## config.mk

```make
export PLATFORM = sky130hd
export DESIGN_NAME = data_mem_controller_flat
export DESIGN_NICKNAME = d
export VERILOG_FILES = /design/src/rtl/data_mem_controller_if.sv /design/src/rtl/data_mem_controller.sv /design/src/flat_wrapper.sv
export SDC_FILE = /design/constraint.sdc
export NUM_CORES = 2
export LEC_CHECK = 0
export BUFFER_PORTS_ARGS = -buffer_cell sky130_fd_sc_hd__buf_2
export CORE_MARGIN = 10
export CORE_UTILIZATION = 45
export CTS_BUF_LIST = sky130_fd_sc_hd__clkbuf_8
export DETAILED_ROUTE_END_ITERATION = 6
export SETUP_SLACK_MARGIN = 0.4
export SLEW_MARGIN = 20
export SYNTH_ARGS = -nofsm -noshare
export SYNTH_HDL_FRONTEND = slang
export SYNTH_SLANG_ARGS = --single-unit
```

## constraint.sdc

```tcl
create_clock -name clk -period 5.4 [get_ports clk]
set_clock_uncertainty 0.15 [all_clocks]
set_input_delay 0.27 -clock clk [delete_from_list [all_inputs] [get_ports clk]]
set_output_delay 0.27 -clock clk [all_outputs]
set_load 0.005 [all_outputs]
```

## src/rtl/data_mem_controller_if.sv

```systemverilog
// rtl/data_mem_controller_if.sv - MEM-stage to data-memory request/response bundle
interface data_mem_controller_if;
    logic        MEM_R_EN;
    logic        MEM_W_EN;
    logic [31:0] address;
    logic [31:0] wdata;
    logic [31:0] rdata;
    logic        ready;

    modport master (
        output MEM_R_EN, MEM_W_EN, address, wdata,
        input  rdata, ready
    );

    modport slave (
        input  MEM_R_EN, MEM_W_EN, address, wdata,
        output rdata, ready
    );
endinterface

```

## src/rtl/data_mem_controller.sv

```systemverilog
// rtl/data_mem_controller.sv - multi-cycle data memory with fixed wait states; DATA_MEM_STALL_CNT_EN adds stall_cycles
module data_mem_controller #(
    parameter logic [31:0] ADDR_BASE   = 32'd1024,
    parameter int unsigned DEPTH       = 64,
    parameter int unsigned WAIT_CYCLES = 5
) (
    input  logic                 clk,
    input  logic                 rst,
    data_mem_controller_if.slave bus
`ifdef DATA_MEM_STALL_CNT_EN
    ,
    output logic [31:0]          stall_cycles
`endif
);
    localparam int AW = $clog2(DEPTH);
    localparam int CW = $clog2(WAIT_CYCLES) + 1;
    localparam logic [CW-1:0] CNT_LAST = CW'(WAIT_CYCLES - 1);

    typedef enum logic [1:0] {IDLE, BUSY, DONE} state_t;

    state_t        state, state_nxt;
    logic [CW-1:0] cnt;
    logic [AW-1:0] idx_q;
    logic [31:0]   wdata_q;
    logic          wr_q;
    logic [31:0]   mem [DEPTH];
    logic          req;
    logic          access_edge;

    assign req         = bus.MEM_R_EN | bus.MEM_W_EN;
    assign access_edge = (state == BUSY) && (cnt == CNT_LAST);

    always_ff @(posedge clk or negedge rst) begin
        if (!rst) begin
            state <= IDLE;
        end else begin
            state <= state_nxt;
        end
    end

    always_comb begin
        state_nxt = state;
        case (state)
            IDLE:    if (req) state_nxt = BUSY;
            BUSY:    if (cnt == CNT_LAST) state_nxt = DONE;
            DONE:    state_nxt = IDLE;
            default: state_nxt = IDLE;
        endcase
    end

    always_comb begin
        bus.ready = 1'b0;
        case (state)
            IDLE:    bus.ready = ~req;
            DONE:    bus.ready = 1'b1;
            default: bus.ready = 1'b0;
        endcase
    end

    // Request fields are captured in IDLE so a flush during BUSY cannot alter the access.
    always_ff @(posedge clk or negedge rst) begin
        if (!rst) begin
            cnt     <= '0;
            idx_q   <= '0;
            wdata_q <= '0;
            wr_q    <= 1'b0;
            bus.rdata <= 32'h0;
        end else begin
            if (state == IDLE && req) begin
                idx_q   <= AW'((bus.address - ADDR_BASE) >> 2);
                wdata_q <= bus.wdata;
                wr_q    <= bus.MEM_W_EN;
                cnt     <= '0;
            end else if (state == BUSY) begin
                cnt <= cnt + CW'(1);
            end
            if (access_edge && !wr_q) begin
                bus.rdata <= mem[idx_q];
            end
        end
    end

    // No reset on the array; a reset mid-BUSY forces IDLE so access_edge never fires.
    always_ff @(posedge clk) begin
        if (access_edge && wr_q) begin
            mem[idx_q] <= wdata_q;
        end
    end

`ifdef DATA_MEM_STALL_CNT_EN
    always_ff @(posedge clk or negedge rst) begin
        if (!rst) begin
            stall_cycles <= 32'h0;
        end else if (!bus.ready && req) begin
            stall_cycles <= stall_cycles + 32'd1;
        end
    end
`endif
endmodule

```

## src/flat_wrapper.sv

```systemverilog
// flat-port wrapper written by rule: the top's interface ports become plain ports
module data_mem_controller_flat 
#(
    parameter logic [31:0] ADDR_BASE   = 32'd1024,
    parameter int unsigned DEPTH       = 64,
    parameter int unsigned WAIT_CYCLES = 5
)
  (clk, rst, bus_MEM_R_EN, bus_MEM_W_EN, bus_address, bus_wdata, bus_rdata, bus_ready);
  data_mem_controller_if bus_i ();
  input  logic clk;
  input  logic rst;
  input wire logic [$bits(bus_i.MEM_R_EN)-1:0] bus_MEM_R_EN;
  input wire logic [$bits(bus_i.MEM_W_EN)-1:0] bus_MEM_W_EN;
  input wire logic [$bits(bus_i.address)-1:0] bus_address;
  input wire logic [$bits(bus_i.wdata)-1:0] bus_wdata;
  output wire logic [$bits(bus_i.rdata)-1:0] bus_rdata;
  output wire logic [$bits(bus_i.ready)-1:0] bus_ready;
  assign bus_i.MEM_R_EN = bus_MEM_R_EN;
  assign bus_i.MEM_W_EN = bus_MEM_W_EN;
  assign bus_i.address = bus_address;
  assign bus_i.wdata = bus_wdata;
  assign bus_rdata = bus_i.rdata;
  assign bus_ready = bus_i.ready;
  data_mem_controller #(.ADDR_BASE(ADDR_BASE), .DEPTH(DEPTH), .WAIT_CYCLES(WAIT_CYCLES)) u_core (.clk(clk), .rst(rst), .bus(bus_i));
endmodule
```

**Word-level counts from Yosys, hierarchy flattened**

Memories as Yosys holds them, arrays and structs flattened. A register that Yosys moved wholly into a read port is not among the register bits.
Index checks and enable logic that the tools add are counted.

- Bits in registers: 45
- Latch bits: 0
- RAM bits: 2048
- Bits in read-only memories: 0
- Input port bits: 68
- Output and inout port bits: 33
- Word-level logic and storage cells: 32
- Memories kept: 1

- Add/sub/neg operators: 2
- Multipliers: 0
- Divide/modulo/power cells: 0
- Order comparisons: 0
- Equality and inequality tests: 5
- Shift-type cells: 0
- Muxes and demuxes: 8
- Bitwise gates (word level): 2
- Reduce and logical (&&, ||, !) cells: 9

Memory list:

| memory | words | bits a word | rd ports | clocked after memory_dff | write ports | line | source |
|---|---|---|---|---|---|---|---|
| u_core.mem | 64 | 32 | 1 | 1 | 1 | data_mem_controller.sv:26 | `logic [31:0] mem [DEPTH];` |

Operator list:

| cell | count |
|---|---|
| 2-to-1 mux 4 bit | 2 |
| subtractor 8 x 1 -> 8 bit (second input constant) | 1 |
| adder 4 x 1 -> 4 bit (second input constant) | 1 |
| equality test 4 x 3 -> 1 bit (second input constant) | 1 |
| logical AND 1 bit | 4 |
| 2-to-1 mux 2 bit | 2 |
| case mux 2 bit (2 select lines) | 1 |
| equality test 2 x 1 -> 1 bit (second input constant) | 1 |
| equality test 2 bit (second input constant) | 1 |
| zero test 1 bit | 2 |
| zero test 2 bit | 1 |
| 2-to-1 mux 1 bit | 2 |
| != test 2 x 1 -> 1 bit (second input constant) | 1 |
| != test 2 bit (second input constant) | 1 |
| case mux 1 bit (2 select lines) | 1 |
| AND reduction 2 bit | 1 |
| nonzero test 2 bit | 1 |
| inverter 1 bit | 1 |
| OR 1 bit | 1 |

**Logic depth before layout (Yosys ltp)**

- Depth in word-level cells: 5
- Mapped depth: 11
- Mapped depth without buffers: 8

**Worst setup path after synthesis**

No wires, ideal clock.

- Path type: register to register
- From: register u_core.idx_q[0]
- To: memory u_core.mem[16][0], enable pin
- Library setup time: 0.421 ns
- Data arrival time: 3.002 ns
- Required time: 4.829 ns
- Slack: 1.827 ns
- Stages on the path, launching flop included: 8
- Path buffers: 4
- Clock period less this slack: 3.573 ns
- Path through: dfrtp_1 buf_6 buf_6 nor2_2 clkbuf_1 clkbuf_1 nand3_1 nor2_1

RTL lines:

| item | line | source |
|---|---|---|
| start: declaration | data_mem_controller.sv:23 | `logic [AW-1:0] idx_q;` |
| start signal: assignment | data_mem_controller.sv:70 | `idx_q <= AW'((bus.address - ADDR_BASE) >> 2);` |
| end: declaration | data_mem_controller.sv:26 |  |

No word-level cell before the write port.

**Final worst setup path**

- From: register u_core.cnt[0]
- To: memory u_core.mem[19][14], enable pin

- Longest elaborated chain between the ends: 5

RTL lines:

| item | line | source |
|---|---|---|
| start: declaration | data_mem_controller.sv:22 | `logic [CW-1:0] cnt;` |
| start signal: assignment | data_mem_controller.sv:75 | `cnt <= cnt + CW'(1);` |
| equality test 4 x 3 -> 1 bit | data_mem_controller.sv:31 | `assign access_edge = (state == BUSY) && (cnt == CNT_LAST);` |
| logical AND 1 bit | data_mem_controller.sv:31 |  |
| logical AND 1 bit | data_mem_controller.sv:85 | `if (access_edge && wr_q) begin` |
| 2-to-1 mux 1 bit | data_mem_controller.sv:85 |  |
| 2-to-1 mux 1 bit (not written as such) | data_mem_controller.sv:86 | `mem[idx_q] <= wdata_q;` |

Every way passes these cells.

==> impl_metrics.tcl <==
set metrics [dict create \
    synth_edf_count 2048 \
    worstSetupStartpointType "flip-flop" \
    coreArea_sq_um 179000 \
    setup_slack_ns 1.21 \
    cts_tree "built" \
    min_path_type "in2reg" \
    leakagePower_nw 30.3 \
    power_w 0.0499 \
    grt_start_max_net_pins 95 \
    die_h_microns 445 \
    fin_crit_sh_pct 77.6 \
    synthesis.area_sq_um 81300 \
    hold_violations 0 \
    clkLatencyLatePin_ns 1.07 \
    crit_chain "inv_1 -> ha_1 -> nor2b_1 -> and3_1 -> and2_1 -> nand2_1 -> nor2_4 -> buf_12" \
    ys_types 65 \
    grt_pass1_wl_mm 341 \
    antenna_found_initial 8 \
    drive_gt1_share_pct 22.0 \
    ys_seq_area_share_pct 78.0 \
    status "finished, final reports clean" \
    gr-total-overflow 0 \
    clk_pin_slew_ns 0.06 \
    wirelength_mm 244 \
    place_ws_ns 1.35 \
    synthArstFlopShare_pct 3.62 \
    synthTopCellsByArea "edfxtp_1 76%, mux4_2 4.8%, mux2i_1 4.7%, dfrtp_1 2.4%, a221oi_1 2.3%" \
    ys_warn_count 0 \
    syn_nets 4301 \
    firstDrtPassIters 6 \
    ctsHoldBuffers 114 \
    clk_root_buffer_cell "clkbuf_8" \
    worst-setup-path-type "reg2reg" \
    port-buffer-count 74 \
    finalSetupViolCount 0 \
    drt_iter0_markers 5465 \
    cts_buffers 348 \
    syn_avg_cell_area_sq_um 19.2 \
    drc 0 \
    slew_headroom_pct 16.6 \
    place_congestion 0.838 \
    power_per_cell_area_nw_per_um2 537 \
    cts_resized 0 \
    critPathRequiredTime_ns 5.97 \
    synth_top_area_share_pct 75.6 \
    num_vias 45200 \
    critPathCaptureType "flip-flop" \
    synth_ff_type "edfxtp_1" \
    finalCriticalPeriod_ns 4.19 \
    final_util_pct 51.9 \
    track_usage_pct 24.1 \
    cp_data_arrival_time_ns 4.76 \
    syn_inst 4231 \
    placed_area_sq_um 85700 \
    pin_count 101 \
    syn2layout_area_growth_pct 14.3 \
    vias_per_cell 6.19 \
    ir_drop_mv 0.719 \
    wl_per_cell_microns 33.3 \
    critPathTopFamily "simple AND/OR/NAND/NOR gates" \
    crit_path_max_incr_delay_ns 0.90 \
    cts.sinks 2125 \
    cap_viol_max_count 0 \
    synth-seq-cells 2125 \
    rsz0062_at_grt "no" \
    dpl.hpwl_mm 139 \
    post_cts_buffers 0 \
    postLayoutCellArea_sq_um 93000 \
    fmax_mhz 239 \
    htree_levels 5 \
    timing.setup.tns_ns 0 \
    clockBufferDepth 4 \
    slowest_stage "nor2_4" \
    rows 155 \
    die_x_microns 445 \
    critPathMaxFanout 17 \
    grt_pass1_vias 44300 \
    drtAntennaViolNets 0 \
    nNetsFinal 4774 \
    initial_core_util_pct 45.4 \
    worst_pin_slew_ns 1.24 \
    yosysTopAreaCell "edfxtp_1" \
    dieArea_sq_um 198000 \
    slew_viol_final 0 \
    fillerInstances 14300 \
    path_buf_inv 2 \
]
-- worst min-delay path, cell delays in order --
cell and delay [ns]:
dlygate4sd3_1 0.53, buf_2 0.12, nor2_1 0.06, nor3_2 0.13, nand2b_1 0.13, mux2i_1 0.06
-- synthesized netlist by cell type, drive strengths merged, types with 20 or more instances --
cell	instances
mux4	175
o21ai	111
nand3	51
a221oi	212
o22ai	92
mux2	91
nor2	168
edfxtp	2048
a22o	20
clkbuf	95
mux2i	379
a22oi	132
a21oi	77
dfrtp	77
nand2	96
buf	185
-- cells by family after synthesis --
logic type | after synthesis | share of synthesized area (%)
adder cells (fa/ha/maj) | 2 | 0.0308
AO/OA/AOI/OAI | 782 | 7.05
multiplexers | 645 | 10.8
AND/OR/NAND/NOR | 392 | 2.17
buffers and inverters | 285 | 1.98
flip-flops | 2125 | 78.0
-- metal layers --
layer	track usage (%)	routed length (microns)	vias up
li1	-	-	18500
met1	33.5	97700	23700
met2	37.7	114000	2629
met3	5.65	24800	402
met4	7.61	7150	2
met5	0	9	-
-- cell type report --
class                      count  area [sq um]  area share, %
sequential                  2125         63500           68.3
tap                         2355          2950           3.17
clock inverter               234          1090           1.17
multi-input combinational   1821         16900           18.1
antenna                        1          2.50        0.00269
clock buffer                 364          5010           5.39
timing repair buffer         403          3530           3.80
inverter                       5          25.0         0.0269
-- power breakdown --
part	total (W)	switching [W]	leakage (nW)	internal (W)
clock	0.0127	0.00622	3.60	0.00647
combinational	0.0144	0.00961	7.34	0.00481
sequential	0.0228	0.00192	19.3	0.0209
total	0.0499	0.0177	30.3	0.0322
-- state kept, by name, indices dropped and copies added (netlist names) --
register and flops:
u_core.state 2, u_core.cnt 4, u_core.mem 2048, u_core.bus.rdata 32, u_core.wdata_q 32, u_core.wr_q 1, u_core.idx_q 6
-- metrics by stage --
stage / hold slack (ns) / cells
2_1_floorplan: -0.176 / 4231
3_3_place_gp: 0.262 / 6595
3_5_place_dp: 0.274 / 6595
4_1_cts: 0.0101 / 7307
5_1_grt: 0.155 / 7308
6_report: 0.127 / 7308
-- layout by cell type, fill, tap and decap left out, drive strengths merged, types with 96 or more instances in the layout --
cell type	n
inv	136
a221oi	212
a22oi	132
nand2	96
mux2i	379
o21ai	111
buf	290
edfxtp	2048
clkbuf	364
mux4	175
dlygate4sd3	113
nor2	168
-- path summary, 6_finish.rpt --
path	start	endpoint	slack (ns)	depth (start not counted)
setup / recovery	u_core.cnt[0]	u_core.mem[19][14]	1.21	8
hold / removal	bus_MEM_W_EN	u_core.cnt[3]	0.13	6
setup reg to reg	u_core.cnt[0]	u_core.mem[19][14]	1.21	8
hold reg to reg	u_core.wdata_q[7]	u_core.mem[44][7]	0.32	0
max in group asynchronous	rst	u_core.wdata_q[8]	4.19	4
min in group asynchronous	rst	u_core.cnt[1]	0.16	4
Note: power is estimated with default switching activity, not from simulation.
